===== src/rtl/dense_input_packer.sv =====
// ---------------------------------------------------------------------------
// dense_input_packer
//   Packs a byte stream into one flattened IN_FEATURES-lane vector for the
//   dense layer core (lane i at bits [i*DATA_W +: DATA_W], first byte = lane 0)
//   and strobes o_vec_valid for one cycle per delivered vector.
//   Malformed frames are flagged on o_err_short / o_err_long. Delivered
//   vectors are counted in o_frame_count, which wraps modulo 2^16.
//
// Optional feature macro: DENSE_PACKER_ZERO_PAD_EN
//   defined   : a short frame is emitted, with the unfilled upper lanes zeroed.
//   undefined : a short frame is dropped, and o_err_short pulses.
//
// Ports
//   i_clk          clock, rising edge
//   i_rst          synchronous active-high reset
//   i_s_data       feature byte
//   i_s_valid      i_s_data / i_s_last valid
//   i_s_last       final byte of frame
//   o_s_ready      packer can accept (transfer = i_s_valid && o_s_ready)
//   o_vec_out      assembled vector, registered
//   o_vec_valid    one-cycle strobe, o_vec_out is new this cycle
//   o_err_short    one-cycle strobe, short frame dropped
//   o_err_long     one-cycle strobe with o_vec_valid, frame overran
//   o_frame_count  vectors emitted
// ---------------------------------------------------------------------------
module dense_input_packer #(
    parameter int IN_FEATURES = 128,
    parameter int DATA_W      = 8
) (
    input  logic                          i_clk,
    input  logic                          i_rst,
    input  logic [DATA_W-1:0]             i_s_data,
    input  logic                          i_s_valid,
    input  logic                          i_s_last,
    output logic                          o_s_ready,
    output logic [IN_FEATURES*DATA_W-1:0] o_vec_out,
    output logic                          o_vec_valid,
    output logic                          o_err_short,
    output logic                          o_err_long,
    output logic [15:0]                   o_frame_count
);

    localparam int VW    = IN_FEATURES * DATA_W;
    localparam int IDX_W = (IN_FEATURES > 1) ? $clog2(IN_FEATURES) : 1;
    localparam logic [IDX_W-1:0] LAST_IDX = IDX_W'(IN_FEATURES - 1);

    typedef enum logic [1:0] {S_FILL, S_EMIT, S_DROP} state_t;

    state_t           r_state;
    logic [IDX_W-1:0] r_idx;
    logic [VW-1:0]    r_shadow;
    logic             r_overrun;
    logic [VW-1:0]    r_vec_out;
    logic             r_vec_valid;
    logic             r_err_short;
    logic             r_err_long;
    logic [15:0]      r_frame_count;

    logic             w_xfer;
    logic             w_at_end;
    logic [VW-1:0]    w_shadow_nxt;
    logic [VW-1:0]    w_emit_vec;

    // Ready is combinational from i_rst so it drops in the same cycle
    // that reset is asserted. EMIT is the one-cycle bubble.
    assign o_s_ready = !i_rst && (r_state != S_EMIT);
    assign w_xfer    = i_s_valid && o_s_ready;
    assign w_at_end  = (r_idx == LAST_IDX);

    // Shadow buffer with the incoming byte merged into lane r_idx. The vector
    // is loaded from this merged view on the final transfer, so o_vec_out and
    // o_vec_valid become visible together in the EMIT cycle.
    for (genvar g = 0; g < IN_FEATURES; g++) begin : g_lane
        assign w_shadow_nxt[g*DATA_W +: DATA_W] =
            (r_idx == IDX_W'(g)) ? i_s_data : r_shadow[g*DATA_W +: DATA_W];
`ifdef DENSE_PACKER_ZERO_PAD_EN
        // Lanes past the final byte still hold bytes from an older frame.
        assign w_emit_vec[g*DATA_W +: DATA_W] =
            (IDX_W'(g) <= r_idx) ? w_shadow_nxt[g*DATA_W +: DATA_W] : '0;
`else
        assign w_emit_vec[g*DATA_W +: DATA_W] = w_shadow_nxt[g*DATA_W +: DATA_W];
`endif
    end

    always_ff @(posedge i_clk) begin
        if (i_rst) begin
            r_state       <= S_FILL;
            r_idx         <= '0;
            r_shadow      <= '0;
            r_overrun     <= 1'b0;
            r_vec_out     <= '0;
            r_vec_valid   <= 1'b0;
            r_err_short   <= 1'b0;
            r_err_long    <= 1'b0;
            r_frame_count <= '0;
        end else begin
            r_vec_valid <= 1'b0;
            r_err_short <= 1'b0;
            r_err_long  <= 1'b0;
            case (r_state)
                S_FILL: begin
                    if (w_xfer) begin
                        r_shadow <= w_shadow_nxt;
                        if (w_at_end) begin
                            // A missing s_last at the final lane is an
                            // overrun: emit what we have, then discard the
                            // remainder of the frame in DROP.
                            r_vec_out     <= w_emit_vec;
                            r_vec_valid   <= 1'b1;
                            r_frame_count <= r_frame_count + 16'd1;
                            r_err_long    <= !i_s_last;
                            r_overrun     <= !i_s_last;
                            r_idx         <= '0;
                            r_state       <= S_EMIT;
                        end else if (i_s_last) begin
                            r_idx <= '0;
`ifdef DENSE_PACKER_ZERO_PAD_EN
                            r_vec_out     <= w_emit_vec;
                            r_vec_valid   <= 1'b1;
                            r_frame_count <= r_frame_count + 16'd1;
                            r_overrun     <= 1'b0;
                            r_state       <= S_EMIT;
`else
                            r_err_short   <= 1'b1;
`endif
                        end else begin
                            r_idx <= r_idx + IDX_W'(1);
                        end
                    end
                end
                S_EMIT: begin
                    r_overrun <= 1'b0;
                    r_state   <= r_overrun ? S_DROP : S_FILL;
                end
                S_DROP: begin
                    if (w_xfer && i_s_last) begin
                        r_idx   <= '0;
                        r_state <= S_FILL;
                    end
                end
                default: r_state <= S_FILL;
            endcase
        end
    end

    assign o_vec_out     = r_vec_out;
    assign o_vec_valid   = r_vec_valid;
    assign o_err_short   = r_err_short;
    assign o_err_long    = r_err_long;
    assign o_frame_count = r_frame_count;

endmodule


===== config.mk =====
export PLATFORM = sky130hd
export DESIGN_NAME = dense_input_packer
export DESIGN_NICKNAME = d
export VERILOG_FILES = /design/src/rtl/dense_input_packer.sv
export SDC_FILE = /design/constraint.sdc
export NUM_CORES = 2
export LEC_CHECK = 0
export ABC_AREA = 1
export BUFFER_PORTS_ARGS = -buffer_cell sky130_fd_sc_hd__buf_2
export CORE_AREA = 2 2 414 416
export DETAILED_ROUTE_END_ITERATION = 12
export DIE_AREA = 0 0 416 418
export PLACE_DENSITY_LB_ADDON = 0.05
export SKIP_CTS_REPAIR_TIMING = 1
export SYNTH_ARGS = -nofsm -noshare
export SYNTH_HDL_FRONTEND = slang
export SYNTH_SLANG_ARGS = --single-unit

===== constraint.sdc =====
create_clock -name i_clk -period 2.93 [get_ports i_clk]
set_clock_uncertainty 0.1 [all_clocks]
set_input_delay 0 -clock i_clk [delete_from_list [all_inputs] [get_ports i_clk]]
set_output_delay 0 -clock i_clk [all_outputs]
set_load 0.02 [all_outputs]

==> impl_results.md <==
* Status: finished, final reports clean
* Largest net degree at the start of global routing at 262
* Most frequent cells in the layout: nand2_1, nor2_1, dfxtp_1
* Critical path class: reg2reg
* Pwr dens at roughly 600 mW/mm2
* Overall power at ~58000 uW
* Drt pass-1 iters at 7
* GRT overflow at 0
* Syn Inst Count at between 10000 and 15000
* Worst setup EP type: register
* Hold path endpoint: o_err_short
* Layout cells sized above 1 at 0.1325
* FF-to-FF setup slack at 0.19 ns
* Area post-placement at 0.08950 mm2
* Leakage power at ~0.046 uW
* Max-Cap Viols at 0
* Flop pwr share at 0.489
* Final antenna-violating net count at 0
* Syn Std Cell Area at 0.08239 mm2
* P_sw at approximately 13000 uW
* H-Tree Depth at 4
* Antenna violations before repair at 9
* Worst min path class: in2reg
* WP data arrival at 3.42 ns
* Core area at 0.1691 mm2
* Comb power frac at 0.041
* Clock power share at 0.469
* Worst setup SP type: register
* Final-layout fill cell count at roughly 16000
* Net Sw Frac at 0.2306
* Die W at around 420 um
* CTS Root Cell: clkbuf_16
* Area grow syn2layout at 17.31%
* RSZ-0062 raised after global routing: false
* Worst slew margin at 0.2004
* Design area at 0.09665 mm2
* VDD IR max at ~0.00057 V
* Max Buffers Root-to-Sink at 3
* GRT Util Overall at 0.3239
* Nets at approximately 12000
* Routability cong. at between 0.8 and 0.9
* Final sum of negative setup slack at 0 ns
* Sequential element share of the synthesized area at 0.5027
* Final hold vios at 0
* Fmax at roughly 0.36 GHz
* Synth Register Bits at slightly above 2000
* CTS buffer count at around 210
* Commonest non-fill, non-tap cell in the layout: nand2_1
* Clock latency on the worst-skew pair at 0.85 ns
* Internal power at roughly 45000 uW
* Syn Nets at ~12000
* Rows at 151
* Drt wl/cell at just over 20 um
* Ports at approximately 1100
* R2R depth at 6
* Final Routed Wirelength at around 300000 um
* Req. time, crit path at ~3.6 ns
* Final worst-path cycle share at 0.9354
* FF-to-FF End: o_vec_out[835]
* Global-route wire length before repair at 439600 um
* Post-route DRC at 0
* Vias in the first global route at between 70000 and 80000
* Dpl hpwl at 189100 um
* Syn Area/Cell at 7.079 um2
* CTS tree: built
* Vias per Instance at 5.467
* Total number of vias at 79850
* Die height at between 400 and 500 um
* Reg clk slew, reported paths at approximately 0.060 ns
* WHS Path Cells at 4
* Worst Hold Launch: i_s_last
* Synthesis Warnings at 0
* Number of port buffers at 1055
* Worst-path fanout max at 16
* Die area at 0.1739 mm2
* Tmin final at ~2.7 ns
* Worst r2r src: r_idx[6]
* CTS Sinks at about 2100
* Post-synthesis cell type count at 25
* DR iter-0 viols at 7838
* Least-Margin Pin Slew at approximately 1.2 ns
* Setup-failing EPs final at 0
* Starting density of the core at 0.4872
* Final slew viol count at 0
[metrics by stage]
step	util	cells	hold slack (ns)	worst slack, ns
floorplan	-	11640	0.08236	0.8107
global placement	0.5293	14210	0.2698	0.2854
detailed placement	0.5293	14210	0.2721	0.2204
CTS	0.5708	14590	-0.6479	0.2038
global route	0.5716	14600	0.06436	0.02428
finish	0.5716	14610	0.07973	0.1894
[worst max-delay path, cell delays in order, from the launching register on]
cell     delay (ns)
dfxtp_1        0.54
nand3_1        0.32
inv_2          0.40
nand2_1        0.61
o21ai_0        0.49
nor2_1         0.10
nor2_1         0.09
[Yosys cell counts, drive strengths merged]
master  number  share of area
nand3b       1       0.000091
nor3         5        0.00043
a31oi        1       0.000076
o21ai     2344           0.14
nand2     2616           0.12
nor2      2117          0.097
a21oi      148         0.0090
xor2         6        0.00064
o21a        32         0.0029
nand3      739          0.045
clkbuf     754          0.034
nand4        7        0.00053
inv        473          0.022
ha           5        0.00076
dfxtp     2069           0.50
o21bai     146          0.013
and2         1       0.000076
buf        175          0.010
[state kept, by name (all words and copies together) (netlist names)]
name	flops
r_shadow	1016
o_err_long	1
o_err_short	1
o_vec_valid	1
r_state	2
o_vec_out	1024
o_frame_count	16
r_idx	7
r_overrun	1
[cells by family (layout without fill, tap and decap cells)]
family                   after synthesis  after routing  share of synthesized area
AO/OA/AOI/OAI                       2671           2671                     0.1677
XOR/XNOR                               6              6                  0.0006378
adder cells (fa/ha/maj)                5              5                  0.0007593
buffers and inverters               1402           2148                    0.06635
flip-flops                          2069           2069                     0.5027
other                                  0              3                          0
AND/OR/NAND/NOR                     5486           5486                     0.2619
[layout make-up]
| cell class | instances | area (um2) | area share |
|---|---|---|---|
| Antenna cell | 3 | 7.507 | 0.00007767 |
| Clock inverter | 60 | 694.4 | 0.007185 |
| Sequential cell | 2069 | 41420 | 0.4285 |
| Timing Repair Buffer | 1290 | 8040 | 0.08319 |
| Inverter | 473 | 1818 | 0.01881 |
| Tap cell | 2218 | 2775 | 0.02871 |
| Multi-Input combinational cell | 8168 | 35570 | 0.3680 |
| Clock buffer | 325 | 6327 | 0.06546 |
[power by group through the flow]
stage	combinational (uW)	clock, uW	sequential (uW)
after global routing	2630	28900	28500
after CTS	2380	27700	28500
after global placement	2330	0	29100
final	2420	27400	28500
after floorplan	1530	0	29100
after detailed placement	2370	0	29100
[metal layers]
| metal | track usage | wire, um | up-vias |
|---|---|---|---|
| li1 | - | - | 38660 |
| met1 | 0.4169 | 121400 | 37590 |
| met2 | 0.5017 | 132200 | 2924 |
| met3 | 0.04746 | 19340 | 665 |
| met4 | 0.2253 | 22340 | 2 |
| met5 | 0 | 13 | - |
[worst max-delay path by stage]
stage | startpoint | end | slack, ns | cells after the start
CTS | r_idx[6] | o_vec_out[835] | 0.20 | 6
detailed placement | r_idx[6] | o_vec_out[835] | 0.22 | 6
floorplan | r_idx[0] | o_vec_out[598] | 0.81 | 11
global placement | r_idx[6] | o_vec_out[839] | 0.29 | 6
global route | r_idx[6] | o_vec_out[834] | 0.02 | 6
finish | r_idx[6] | o_vec_out[835] | 0.19 | 6
(Power assumes the default switching activity.)
